$ cat src/rtl/matrix_store_pkg.sv
// Shared types, constants and helpers for the matrix storage bank.
// Matrices are at most 5x5 with 4-bit elements, flattened row-major into
// 100 bits: element (i,j) lives at bits [(i*5+j)*4 +: 4].
package matrix_pkg;

  localparam int MAT_DIM_MAX = 5;
  localparam int ELEM_W      = 4;
  localparam int MAT_BITS    = MAT_DIM_MAX * MAT_DIM_MAX * ELEM_W;

  // Parser error_type codes; only ERR_NONE allows a capture.
  localparam logic [2:0] ERR_NONE = 3'b000;
  localparam logic [2:0] ERR_DIM  = 3'b001;
  localparam logic [2:0] ERR_VAL  = 3'b011;

  typedef logic [MAT_BITS-1:0] mat_t;
  typedef logic [3:0]          dim_t;
  typedef logic [2:0]          idx_t;
  typedef logic [2:0]          age_t;

  // Bit offset of element (i,j) inside a flattened matrix.
  function automatic int elem_off(input int i, input int j);
    return (i * MAT_DIM_MAX + j) * ELEM_W;
  endfunction

  // A dimension is usable when it lies in 1..MAT_DIM_MAX.
  function automatic logic dim_ok(input dim_t d);
    return (d >= 4'd1) && (d <= 4'(MAT_DIM_MAX));
  endfunction

  // Keep only the elements inside the m x n window; everything else reads 0
  // so stale upstream contents never leak into storage.
  function automatic mat_t mask_data(input mat_t d, input dim_t m, input dim_t n);
    mat_t r;
    r = '0;
    for (int i = 0; i < MAT_DIM_MAX; i++) begin
      for (int j = 0; j < MAT_DIM_MAX; j++) begin
        if ((4'(i) < m) && (4'(j) < n)) begin
          r[elem_off(i, j) +: ELEM_W] = d[elem_off(i, j) +: ELEM_W];
        end
      end
    end
    return r;
  endfunction

endpackage

$ cat src/rtl/matrix_store_if.sv
// Bus between the matrix-input parser / consumers (master) and the storage
// bank (slave).
//
// Handshake semantics: in_done is a one-cycle strobe with no back-pressure;
// a capture is acknowledged by a one-cycle wr_ack on the following cycle,
// with wr_idx/wr_replaced meaningful only while wr_ack is high. rd_en is
// sampled at each rising edge; exactly one cycle later rd_valid pulses for
// one cycle and rd_err/rd_m/rd_n/rd_data describe that read. The read
// outputs hold their last values while rd_valid is low. There is no ready
// signal: the bank accepts every strobe in the cycle it is presented.
interface matrix_store_if;
  import matrix_pkg::*;

  logic       in_done;
  logic [2:0] in_err;
  dim_t       in_m;
  dim_t       in_n;
  mat_t       in_data;
  logic       clr;
  logic       rd_en;
  idx_t       rd_idx;

  logic       rd_valid;
  logic       rd_err;
  dim_t       rd_m;
  dim_t       rd_n;
  mat_t       rd_data;
  logic       wr_ack;
  idx_t       wr_idx;
  logic       wr_replaced;
  logic [3:0] used_cnt;

  modport master (
    output in_done, in_err, in_m, in_n, in_data, clr, rd_en, rd_idx,
    input  rd_valid, rd_err, rd_m, rd_n, rd_data,
    input  wr_ack, wr_idx, wr_replaced, used_cnt
  );

  modport slave (
    input  in_done, in_err, in_m, in_n, in_data, clr, rd_en, rd_idx,
    output rd_valid, rd_err, rd_m, rd_n, rd_data,
    output wr_ack, wr_idx, wr_replaced, used_cnt
  );

endinterface

$ cat src/rtl/matrix_store_victim.sv
// Combinational victim selection and age update for the matrix bank.
// Priority: evict the oldest entry of the same shape once that shape has
// reached its quota; otherwise take the lowest free slot; otherwise evict
// the globally oldest entry. Age 0 is the newest entry.
module matrix_store_victim
  import matrix_pkg::*;
#(
  parameter int MAX_MATS = 8,
  parameter int PER_DIM  = 2
) (
  input  logic [MAX_MATS-1:0]       valid,
  input  logic [MAX_MATS-1:0][3:0]  m,
  input  logic [MAX_MATS-1:0][3:0]  n,
  input  logic [MAX_MATS-1:0][2:0]  age,
  input  dim_t                      in_m,
  input  dim_t                      in_n,
  output idx_t                      victim,
  output logic                      replace,
  output logic [MAX_MATS-1:0][2:0]  age_next
);

  logic [3:0] match_cnt;
  logic       match_found;
  idx_t       match_idx;
  age_t       match_age;
  logic       free_found;
  idx_t       free_idx;
  logic       old_found;
  idx_t       old_idx;
  age_t       old_age;
  age_t       victim_age;
  logic       quota_hit;

  // Scan all entries for shape matches, the first free slot and the oldest entry.
  always_comb begin
    match_cnt   = '0;
    match_found = 1'b0;
    match_idx   = '0;
    match_age   = '0;
    free_found  = 1'b0;
    free_idx    = '0;
    old_found   = 1'b0;
    old_idx     = '0;
    old_age     = '0;
    for (int i = 0; i < MAX_MATS; i++) begin
      if (valid[i] && (m[i] == in_m) && (n[i] == in_n)) begin
        match_cnt = match_cnt + 4'd1;
        if (!match_found || (age[i] > match_age)) begin
          match_found = 1'b1;
          match_idx   = idx_t'(i);
          match_age   = age[i];
        end
      end
      if (!valid[i] && !free_found) begin
        free_found = 1'b1;
        free_idx   = idx_t'(i);
      end
      if (valid[i] && (!old_found || (age[i] > old_age))) begin
        old_found = 1'b1;
        old_idx   = idx_t'(i);
        old_age   = age[i];
      end
    end
  end

  // Apply the three selection rules in priority order.
  always_comb begin
    quota_hit  = (match_cnt >= 4'(PER_DIM));
    victim     = '0;
    replace    = 1'b0;
    victim_age = '0;
    if (quota_hit) begin
      victim     = match_idx;
      replace    = 1'b1;
      victim_age = match_age;
    end else if (free_found) begin
      victim     = free_idx;
      replace    = 1'b0;
    end else begin
      victim     = old_idx;
      replace    = 1'b1;
      victim_age = old_age;
    end
  end

  // Victim becomes newest; entries younger than the evicted one (or all
  // entries when filling a free slot) get one step older.
  always_comb begin
    for (int i = 0; i < MAX_MATS; i++) begin
      age_next[i] = age[i];
      if (victim == idx_t'(i)) begin
        age_next[i] = '0;
      end else if (valid[i] && (!replace || (age[i] < victim_age))) begin
        if (age[i] < age_t'(MAX_MATS - 1)) begin
          age_next[i] = age[i] + 3'd1;
        end
      end
    end
  end

endmodule

$ cat src/rtl/matrix_store.sv
// Matrix storage bank: captures validated matrices from the input parser,
// keeps at most PER_DIM entries per (m,n) shape in MAX_MATS slots with
// oldest-first replacement, and serves a registered indexed read port.
module matrix_store
  import matrix_pkg::*;
#(
  parameter int MAX_MATS = 8,
  parameter int PER_DIM  = 2
) (
  input logic           clk,
  input logic           rst_n,
  matrix_store_if.slave bus
);

  logic [MAX_MATS-1:0]      valid_q;
  logic [MAX_MATS-1:0][3:0] m_q;
  logic [MAX_MATS-1:0][3:0] n_q;
  logic [MAX_MATS-1:0][2:0] age_q;
  mat_t                     data_q [MAX_MATS];

  idx_t                     victim;
  logic                     replace;
  logic [MAX_MATS-1:0][2:0] age_next;
  logic                     capture;

  logic                     rd_hit;
  dim_t                     rd_sel_m;
  dim_t                     rd_sel_n;
  mat_t                     rd_sel_data;

  matrix_store_victim #(
    .MAX_MATS (MAX_MATS),
    .PER_DIM  (PER_DIM)
  ) u_victim (
    .valid    (valid_q),
    .m        (m_q),
    .n        (n_q),
    .age      (age_q),
    .in_m     (bus.in_m),
    .in_n     (bus.in_n),
    .victim   (victim),
    .replace  (replace),
    .age_next (age_next)
  );

  // Accept a strobe only for clean, in-range matrices; clear takes precedence.
  always_comb begin
    capture = bus.in_done && (bus.in_err == ERR_NONE) &&
              dim_ok(bus.in_m) && dim_ok(bus.in_n) && !bus.clr;
  end

  // Read mux over the current (pre-write, pre-clear) contents.
  always_comb begin
    rd_hit      = 1'b0;
    rd_sel_m    = '0;
    rd_sel_n    = '0;
    rd_sel_data = '0;
    for (int i = 0; i < MAX_MATS; i++) begin
      if ((bus.rd_idx == idx_t'(i)) && valid_q[i]) begin
        rd_hit      = 1'b1;
        rd_sel_m    = m_q[i];
        rd_sel_n    = n_q[i];
        rd_sel_data = data_q[i];
      end
    end
  end

  // Entry storage: clear, or write the victim slot and re-age the bank.
  always_ff @(posedge clk or negedge rst_n) begin
    if (!rst_n) begin
      valid_q <= '0;
      m_q     <= '0;
      n_q     <= '0;
      age_q   <= '0;
      for (int i = 0; i < MAX_MATS; i++) begin
        data_q[i] <= '0;
      end
    end else if (bus.clr) begin
      valid_q <= '0;
      age_q   <= '0;
    end else if (capture) begin
      age_q <= age_next;
      for (int i = 0; i < MAX_MATS; i++) begin
        if (victim == idx_t'(i)) begin
          valid_q[i] <= 1'b1;
          m_q[i]     <= bus.in_m;
          n_q[i]     <= bus.in_n;
          data_q[i]  <= mask_data(bus.in_data, bus.in_m, bus.in_n);
        end
      end
    end
  end

  // Write acknowledge and occupancy count; only a free-slot fill grows the count.
  always_ff @(posedge clk or negedge rst_n) begin
    if (!rst_n) begin
      bus.wr_ack      <= 1'b0;
      bus.wr_idx      <= '0;
      bus.wr_replaced <= 1'b0;
      bus.used_cnt    <= '0;
    end else begin
      bus.wr_ack      <= capture;
      bus.wr_idx      <= capture ? victim : '0;
      bus.wr_replaced <= capture && replace;
      if (bus.clr) begin
        bus.used_cnt <= '0;
      end else if (capture && !replace && (bus.used_cnt < 4'(MAX_MATS))) begin
        bus.used_cnt <= bus.used_cnt + 4'd1;
      end
    end
  end

  // Registered read port; data holds between reads.
  always_ff @(posedge clk or negedge rst_n) begin
    if (!rst_n) begin
      bus.rd_valid <= 1'b0;
      bus.rd_err   <= 1'b0;
      bus.rd_m     <= '0;
      bus.rd_n     <= '0;
      bus.rd_data  <= '0;
    end else begin
      bus.rd_valid <= bus.rd_en;
      if (bus.rd_en) begin
        bus.rd_err  <= !rd_hit;
        bus.rd_m    <= rd_sel_m;
        bus.rd_n    <= rd_sel_n;
        bus.rd_data <= rd_sel_data;
      end
    end
  end

endmodule

$ cat src/flat_wrapper.sv
// flat-port wrapper written by rule: the top's interface ports become plain ports
module matrix_store_flat import matrix_pkg::*;
#(
  parameter int MAX_MATS = 8,
  parameter int PER_DIM  = 2
)
  (clk, rst_n, bus_in_done, bus_in_err, bus_in_m, bus_in_n, bus_in_data, bus_clr, bus_rd_en, bus_rd_idx, bus_rd_valid, bus_rd_err, bus_rd_m, bus_rd_n, bus_rd_data, bus_wr_ack, bus_wr_idx, bus_wr_replaced, bus_used_cnt);
  matrix_store_if bus_i ();
  input logic clk;
  input logic rst_n;
  input wire logic [$bits(bus_i.in_done)-1:0] bus_in_done;
  input wire logic [$bits(bus_i.in_err)-1:0] bus_in_err;
  input wire logic [$bits(bus_i.in_m)-1:0] bus_in_m;
  input wire logic [$bits(bus_i.in_n)-1:0] bus_in_n;
  input wire logic [$bits(bus_i.in_data)-1:0] bus_in_data;
  input wire logic [$bits(bus_i.clr)-1:0] bus_clr;
  input wire logic [$bits(bus_i.rd_en)-1:0] bus_rd_en;
  input wire logic [$bits(bus_i.rd_idx)-1:0] bus_rd_idx;
  output wire logic [$bits(bus_i.rd_valid)-1:0] bus_rd_valid;
  output wire logic [$bits(bus_i.rd_err)-1:0] bus_rd_err;
  output wire logic [$bits(bus_i.rd_m)-1:0] bus_rd_m;
  output wire logic [$bits(bus_i.rd_n)-1:0] bus_rd_n;
  output wire logic [$bits(bus_i.rd_data)-1:0] bus_rd_data;
  output wire logic [$bits(bus_i.wr_ack)-1:0] bus_wr_ack;
  output wire logic [$bits(bus_i.wr_idx)-1:0] bus_wr_idx;
  output wire logic [$bits(bus_i.wr_replaced)-1:0] bus_wr_replaced;
  output wire logic [$bits(bus_i.used_cnt)-1:0] bus_used_cnt;
  assign bus_i.in_done = bus_in_done;
  assign bus_i.in_err = bus_in_err;
  assign bus_i.in_m = bus_in_m;
  assign bus_i.in_n = bus_in_n;
  assign bus_i.in_data = bus_in_data;
  assign bus_i.clr = bus_clr;
  assign bus_i.rd_en = bus_rd_en;
  assign bus_i.rd_idx = bus_rd_idx;
  assign bus_rd_valid = bus_i.rd_valid;
  assign bus_rd_err = bus_i.rd_err;
  assign bus_rd_m = bus_i.rd_m;
  assign bus_rd_n = bus_i.rd_n;
  assign bus_rd_data = bus_i.rd_data;
  assign bus_wr_ack = bus_i.wr_ack;
  assign bus_wr_idx = bus_i.wr_idx;
  assign bus_wr_replaced = bus_i.wr_replaced;
  assign bus_used_cnt = bus_i.used_cnt;
  matrix_store #(.MAX_MATS(MAX_MATS), .PER_DIM(PER_DIM)) u_core (.clk(clk), .rst_n(rst_n), .bus(bus_i));
endmodule
$ cat config.mk
export PLATFORM = sky130hd
export DESIGN_NAME = matrix_store_flat
export DESIGN_NICKNAME = d
export VERILOG_FILES = /design/src/rtl/matrix_store_pkg.sv /design/src/rtl/matrix_store_if.sv /design/src/rtl/matrix_store_victim.sv /design/src/rtl/matrix_store.sv /design/src/flat_wrapper.sv
export SDC_FILE = /design/constraint.sdc
export NUM_CORES = 2
export LEC_CHECK = 0
export ABC_AREA = 1
export CAP_MARGIN = 20
export CORE_MARGIN = 2
export CORE_UTILIZATION = 45
export DETAILED_ROUTE_END_ITERATION = 8
export MAX_ROUTING_LAYER = met4
export PLACE_DENSITY = 0.73
export SLEW_MARGIN = 40
export SYNTH_ARGS = -nofsm -noshare
export SYNTH_HDL_FRONTEND = slang
export SYNTH_SLANG_ARGS = --single-unit
$ cat constraint.sdc
create_clock -name clk -period 13.35 [get_ports clk]
set_input_delay 4.005 -clock clk [delete_from_list [all_inputs] [get_ports clk]]
set_output_delay 4.005 -clock clk [all_outputs]
set_load 0.01 [all_outputs]
### Word-level counts from Yosys, hierarchy flattened

Cells that the tools add are included.

| storage, ports and cells | value |
|---|---|
| bits in registers | 1,015 |
| latch bits | 0 |
| RAM bits | 0 |
| memory bits (read-only) | 0 |
| input bits | 119 |
| output and inout bits | 119 |
| memories kept | 0 |

| operators by class | value |
|---|---|
| add/subtract/negate cells | 16 |
| $mul | 0 |
| divide/modulo/power cells | 0 |
| order comparisons | 46 |
| equality and inequality tests | 30 |
| shift-type cells | 0 |
| multiplexer cells | 189 |
| bitwise gates (word level) | 1 |
| reductions and logical operators | 185 |

Operators by type and width:

| cell | count |
|---|---|
| two-way mux 100 bit | 8 |
| two-way mux 3 bit | 76 |
| two-way mux 4 bit | 49 |
| logical AND 1 bit | 80 |
| equality test 4 bit | 16 |
| two-way mux 1 bit | 51 |
| two-way mux 24 bit | 2 |
| AND reduction 3 bit | 16 |
| nonzero test 3 bit | 16 |
| > comparator 3 bit | 14 |
| zero test 1 bit | 30 |
| adder 4 x 1 -> 4 bit, second input constant | 7 |
| adder 3 x 1 -> 3 bit, second input constant | 8 |
| equality test 3 bit, second input constant | 8 |
| < comparator 3 bit | 8 |
| < comparator 3 bit, second input constant | 8 |
| logical OR 1 bit | 22 |
| nonzero test 2 bit | 10 |
| < comparator 1 x 4 -> 1 bit, first input constant | 4 |
| < comparator 2 x 4 -> 1 bit, first input constant | 4 |
| two-way mux 8 bit | 2 |
| AND reduction 2 bit | 8 |
| equality test 3 x 2 -> 1 bit, second input constant | 4 |
| zero test 3 bit | 3 |
| 9 further kinds | 13 |

### Logic depth before layout (Yosys ltp)

| depth | value |
|---|---|
| depth after elaboration | 40 |
| mapped depth | 85 |
| depth with buffers taken out | 83 |

### Cells and area by module

Synthesis repeated with hierarchy kept, for this count alone.

| unflattened totals | value |
|---|---|
| cell total of the unflattened synthesis | 6,823 |
| area total of the unflattened synthesis | 50,223.2 um^2 |

By module, submodules not included:

| module | instances | cells an instance | area each (um^2) | sequential area each (um^2) |
|---|---|---|---|---|
| matrix_store | 1 | 5,788 | 44,903.1 | 25,399.4 |
| matrix_store_victim | 1 | 1,035 | 5,320.1 | 0.0 |

### Least setup slack after synthesis

OpenSTA, ideal clock, no wires.

| path | value |
|---|---|
| kind | in2reg |
| start | input bus_in_m[0] |
| end | register u_core.data_q[476] (netlist name) |
| arrival time | 13,214 ps |
| data required time | 13,225 ps |
| path slack | 11 ps |
| stages on the path | 81 |
| cells stage by stage | buf_4 inv_4 clkbuf_1 nand2_1 o21ai_1 nor2_1 nand3b_1 nor2_1 nand2_1 ha_1 a21oi_1 o21ai_0 nand2_1 nand2_1 nand2_1 nand3_1 nand2_1 inv_1 [... 45 more ...] o21ai_1 ha_1 a21oi_1 o21ai_0 a22oi_1 nor2_1 inv_1 nand2_1 o21ai_0 o21ai_4 inv_2 nand3_4 nor2_4 inv_4 buf_6 buf_2 nand2_1 o21ai_2 |

| between the ends | value |
|---|---|
| cells in the longest elaborated chain, start to end | 35 |
| elaborated cells on any way between the ends | 113 |

Ends and longest elaborated chain:

| what | RTL line | RTL |
|---|---|---|
| from (decl) | flat_wrapper.sv:13 | `input wire logic [$bits(bus_i.in_m)-1:0] bus_in_m;` |
| equality test 4 bit | matrix_store_victim.sv:46 | `if (valid[i] && (m[i] == in_m) && (n[i] == in_n)) begin` |
| logical AND 1 bit (2 in series) | matrix_store_victim.sv:46 |  |
| two-way mux 3 bit or two-way mux 1 bit (tied branches) | matrix_store_victim.sv:46 |  |
| > comparator 3 bit or zero test 1 bit (tied branches) | matrix_store_victim.sv:48 | `if (!match_found \|\| (age[i] > match_age)) begin` |
| logical OR 1 bit | matrix_store_victim.sv:48 |  |
| two-way mux 3 bit or two-way mux 1 bit (tied branches) | matrix_store_victim.sv:48 |  |
| two-way mux 3 bit or two-way mux 1 bit (tied branches) | matrix_store_victim.sv:46 |  |
| > comparator 3 bit or zero test 1 bit (tied branches) | matrix_store_victim.sv:48 |  |
| [... 18 more ...] | -- |  |
| two-way mux 3 bit or two-way mux 1 bit (tied branches) | matrix_store_victim.sv:46 |  |
| > comparator 3 bit or zero test 1 bit (tied branches) | matrix_store_victim.sv:48 |  |
| logical OR 1 bit | matrix_store_victim.sv:48 |  |
| two-way mux 3 bit | matrix_store_victim.sv:48 |  |
| two-way mux 3 bit | matrix_store_victim.sv:46 |  |
| two-way mux 3 bit | matrix_store_victim.sv:72 | `if (quota_hit) begin` |
| equality test 3 x 2 -> 1 bit | matrix_store.sv:84 | `if (victim == idx_t'(i)) begin` |
| AND reduction 3 bit (no line) | -- |  |
| to (signal, indexed assignment) | matrix_store.sv:88 | `data_q[i] <= mask_data(bus.in_data, bus.in_m, bus.in_n);` |
| to (decl) | matrix_store.sv:19 | `mat_t data_q [MAX_MATS];` |

Several ways; a longest one is shown, not always the timed one.
A chain may end at the register's enable or synchronous reset.

### Final worst setup path

| path | value |
|---|---|
| start | input bus_in_m[2] |
| end | register u_core.data_q[732] (netlist name) |

| between the ends | value |
|---|---|
| cells in the longest elaborated chain, start to end | 35 |
| elaborated cells on any way between the ends | 113 |

Ends and longest elaborated chain:

| what | RTL line |
|---|---|
| equality test 4 bit | matrix_store_victim.sv:46 |
| logical AND 1 bit (2 in series) | matrix_store_victim.sv:46 |
| two-way mux 3 bit or two-way mux 1 bit (tied branches) | matrix_store_victim.sv:46 |
| > comparator 3 bit or zero test 1 bit (tied branches) | matrix_store_victim.sv:48 |
| logical OR 1 bit | matrix_store_victim.sv:48 |
| two-way mux 3 bit or two-way mux 1 bit (tied branches) | matrix_store_victim.sv:48 |
| two-way mux 3 bit or two-way mux 1 bit (tied branches) | matrix_store_victim.sv:46 |
| > comparator 3 bit or zero test 1 bit (tied branches) | matrix_store_victim.sv:48 |
| [... 18 more ...] | -- |
| two-way mux 3 bit or two-way mux 1 bit (tied branches) | matrix_store_victim.sv:46 |
| > comparator 3 bit or zero test 1 bit (tied branches) | matrix_store_victim.sv:48 |
| logical OR 1 bit | matrix_store_victim.sv:48 |
| two-way mux 3 bit | matrix_store_victim.sv:48 |
| two-way mux 3 bit | matrix_store_victim.sv:46 |
| two-way mux 3 bit | matrix_store_victim.sv:72 |
| zero test 3 bit | matrix_store.sv:84 |
| AND reduction 3 bit (no line) | -- |

Several ways; a longest one is shown, not always the timed one.

==> results.sh <==
export IMPL_timing_critical_path_buf_inv=18
export IMPL_top_layer="met4"
export IMPL_grtUsageTotal_pct=27.31
export IMPL_whs_endpoint="u_core.data_q[484]"
export IMPL_grt_pass1_wl_um=223800
export IMPL_drc=0
export IMPL_synth_fa_ha_area_share_pct=1.786
export IMPL_synthMuxAreaShare_pct=0
export IMPL_grt_max_degree=110
export IMPL_synth_top_family_by_area="compound AO/OA/AOI/OAI gates"
export IMPL_gp_congestion=0.9734
export IMPL_hold_depth=2
export IMPL_dr_wl_met2_um=68820
export IMPL_hold_viol=0
export IMPL_synth_compound_area_share_pct=18.98
export IMPL_finalInstanceArea_mm2=0.05582
export IMPL_r2r_end="u_core.age_q[13]"
export IMPL_synthSimpleGateAreaFrac_pct=18.71
export IMPL_setup_violations=0
export IMPL_first_global_vias=38230
export IMPL_fp_dieW_um=327.0
export IMPL_synth_xor_area_share_pct=0.3919
export IMPL_layout_drive_gt1_share_pct=10.82
export IMPL_die_area_mm2=0.1069
export IMPL_dp_worst_setup_slack_ps=-1417
export IMPL_post_drt_wl_per_cell_um=21.11
export IMPL_fin_skew_ps=54.92
export IMPL_core_area_mm2=0.1035
export IMPL_clock_latency_ps=710
export IMPL_wl_met3_um=11850
export IMPL_drt_iter0_markers=4289
export IMPL_cp_max_fo=17
export IMPL_worstReg2RegStart="u_core.valid_q[0]"
export IMPL_crit_path_end_kind="flop"
export IMPL_timing_slew_headroom_pct=28.12
export IMPL_cts_buffer_depth=3
export IMPL_numCtsBuffers=105
export IMPL_antenna_left=0
export IMPL_drt_pass1_iter_count=8
export IMPL_fmax_mhz=77.23
export IMPL_crit_type="input port to flop"
export IMPL_crit_family="simple AND/OR/NAND/NOR gates"
export IMPL_numPortBuffers=237
export IMPL_antenna_found_initial=1
export IMPL_maxCapViolations=0
export IMPL_grt_ovfl_total=0
export IMPL_wl_met1_um=63350
export IMPL_synthCells=5342
export IMPL_n_fill_cell=9129
export IMPL_placed_cell_area_mm2=0.05121
export IMPL_dp_cells=6818
export IMPL_die_height_um=327.0
export IMPL_ys_async_sr_fraction_pct=100.0
export IMPL_yosysSeqAreaShare_pct=54.11
export IMPL_cpMostUsedCell="nand2_1"
export IMPL_start_util_pct=45.35
export IMPL_synth_edf_count=0
export IMPL_nets=5780
export IMPL_drt_total_wl_um=148900
export IMPL_syn_avg_cell_area_um2=8.786
export IMPL_worst_slew_pin_slew_ps=1078
export IMPL_final_critical_path_setup_slack_ps=402.0
export IMPL_finalCritPeriodShare_pct=96.99
export IMPL_area_growth_pct=18.93
export IMPL_syn_area_mm2=0.04694
export IMPL_drt_vias_per_instance=5.767
export IMPL_num_vias=40700
export IMPL_cp_slowest_stage_delay_ps=340
export IMPL_cts_sinks=1015
export IMPL_rrSetupSlack_ps=2620
export IMPL_ys_types=53
export IMPL_outcome="completed"
export IMPL_hpwl_um=86910
export IMPL_start_kind="input port"
export IMPL_ys_ff_latch=1015
export IMPL_r2r_cells=65
export IMPL_maxSlewViolCount=0
export IMPL_synth_net_count=5528
export IMPL_power_density_mw_per_mm2=116.3
export IMPL_htreeDepth=3
export IMPL_clk_pin_slew_ps=70
export IMPL_tritoncts="built"
export IMPL_min_period_ps=12950
export IMPL_ys_flop_type="dfrtp_1"
export IMPL_io_pins=238
export IMPL_hold_class="flop to flop"
export IMPL_vdd_drop_max_mv=0.1014
export IMPL_fp_row_count=118
export IMPL_cts_root_buffer_cell="clkbuf_16"
export IMPL_critical_path_required_ps=13920
export IMPL_crit_slowest_cell="ha_1"
export IMPL_power_leakage_nw=25.88
export IMPL_cp_data_arrival_time_ps=13520
export IMPL_yosysWarnings=0
export IMPL_min_from="u_core.data_q[484]"
export IMPL_finalNonFillerCells=7057
## worst min-delay path: cells and delay by family (launching register included)
family	cells	cell delay, ps
DFF	1	340
and+or+nand+nor	1	60
AOI/OAI and AO/OA	1	50
## layout by cell type, fill, tap and decap left out, drive strengths merged, types with 35 or more instances in the layout
master / netlist / layout
nand2: 1704 / 1705
dfrtp: 1015 / 1015
o21ai: 911 / 911
nor2: 242 / 242
a21oi: 236 / 236
inv: 230 / 234
clkdlybuf4s50: 0 / 227
buf: 166 / 220
clkbuf: 154 / 165
nand3: 141 / 141
a31oi: 110 / 110
a221oi: 107 / 107
a22o: 97 / 97
ha: 67 / 67
nand4: 35 / 35
## sequential cells by signal (all words and copies together), names as in the netlist
| signal | flops |
|---|---|
| u_core.valid_q | 8 |
| u_core.data_q | 800 |
| u_core.bus.rd_n | 4 |
| u_core.bus.used_cnt | 4 |
| u_core.age_q | 24 |
| u_core.bus.rd_m | 4 |
| u_core.bus.wr_replaced | 1 |
| u_core.n_q | 32 |
| u_core.bus.rd_data | 100 |
| u_core.bus.wr_ack | 1 |
| u_core.bus.rd_err | 1 |
| u_core.bus.wr_idx | 3 |
| u_core.bus.rd_valid | 1 |
| u_core.m_q | 32 |
## where the power goes
| group | leakage, nW | internal [mW] | switching (mW) |
|---|---|---|---|
| Combinational | 10.3 | 0.126 | 0.253 |
| Clock | 1.68 | 1.69 | 1.27 |
| Sequential | 13.9 | 3.12 | 0.0325 |
| Total | 25.9 | 4.94 | 1.56 |
## worst max-delay path by stage
stage           startpoint                 end  slack [ps]  cells after the start
2_1_floorplan  bus_in_m[0]  u_core.data_q[476]          10                     81
6_report       bus_in_m[2]  u_core.data_q[732]         400                     79
4_1_cts        bus_in_n[3]  u_core.data_q[765]         -40                     80
3_3_place_gp   bus_in_m[0]    u_core.age_q[14]       -1030                     82
3_5_place_dp   bus_in_m[0]    u_core.age_q[13]       -1420                     80
5_1_grt        bus_in_m[2]  u_core.data_q[744]        -170                     82
## cells by family after synthesis
group	after synthesis
and+or+nand+nor	2182
AOI/OAI and AO/OA	1503
DFF	1015
buffers and inverters	554
adders and majority gates	67
xor gates and xnor gates	21
## per-layer routing
layer / track usage (%) / up-vias
met4: 9.015 / 0
met5: - / -
met3: 3.954 / 267
met2: 41.72 / 1836
li1: - / 18580
met1: 37.61 / 20010
## stage by stage
stage | setup TNS [ps] | util [%] | hold slack [ps] | total power, mW
6_report | 0 | 53.94 | 481.8 | 6.494
5_1_grt | -15750 | 53.94 | 493.6 | 6.707
4_1_cts | -147.2 | 53.11 | 482.9 | 6.532
3_5_place_dp | -1015660 | 49.48 | 467.7 | 3.578
3_3_place_gp | -714680 | 49.34 | 463.5 | 3.569
2_1_floorplan | 0 | - | 453.0 | 3.338
## cells in the mapped netlist (3+ instances only)
library cell | n | area share, %
nand2_1 | 1692 | 14
dfrtp_1 | 1015 | 54
o21ai_1 | 504 | 5.4
o21ai_0 | 314 | 3.3
a21oi_1 | 235 | 2.5
nor2_1 | 234 | 1.9
inv_1 | 211 | 1.7
clkbuf_1 | 153 | 1.2
nand3_1 | 125 | 1.3
a31oi_1 | 110 | 1.5
a221oi_1 | 107 | 2.0
a22o_1 | 97 | 1.8
o21ai_2 | 91 | 1.7
buf_6 | 77 | 1.8
ha_1 | 67 | 1.8
buf_2 | 58 | 0.62
nand4_1 | 35 | 0.47
nor3_1 | 29 | 0.31
buf_4 | 23 | 0.37
inv_2 | 17 | 0.14
nand3_2 | 13 | 0.28
xnor2_1 | 12 | 0.22
a21o_1 | 11 | 0.18
o22ai_1 | 11 | 0.15
xor2_1 | 9 | 0.17
a311oi_1 | 8 | 0.15
buf_1 | 8 | 0.064
nand2_2 | 8 | 0.11
nor4_1 | 8 | 0.11
and2_1 | 6 | 0.080
nor2_4 | 5 | 0.12
or2_2 | 5 | 0.067
a211oi_1 | 4 | 0.064
clkinv_1 | 4 | 0.032
nand2_4 | 4 | 0.096
o211ai_1 | 4 | 0.064
nand3_4 | 3 | 0.11
nand3b_1 | 3 | 0.048
nor2_2 | 3 | 0.040
## timing repair
| item | in CTS | in global routing |
|---|---|---|
| setup endpoints to repair | 896 | 899 |
| hold buffers | 0 | 0 |
| cloned | 3 | 18 |
| resized for setup | 42 | 90 |
| pin swaps | 11 | 32 |
| buffers inserted | 15 | 12 |
## cell type report
| type | instances | area (um2) | share of cell area (%) |
|---|---|---|---|
| clock buffers | 148 | 2919 | 5.229 |
| well taps | 1380 | 1727 | 3.093 |
| flip-flops and latches | 1015 | 25400 | 45.50 |
| multi-input cells | 3774 | 19050 | 34.12 |
| diodes | 1 | 2.502 | 0.004483 |
| clock inverters | 41 | 569.3 | 1.020 |
| inverters | 234 | 895.9 | 1.605 |
| repair buffers | 464 | 5261 | 9.425 |
No activity file was read; power rests on OpenSTA's default activity.
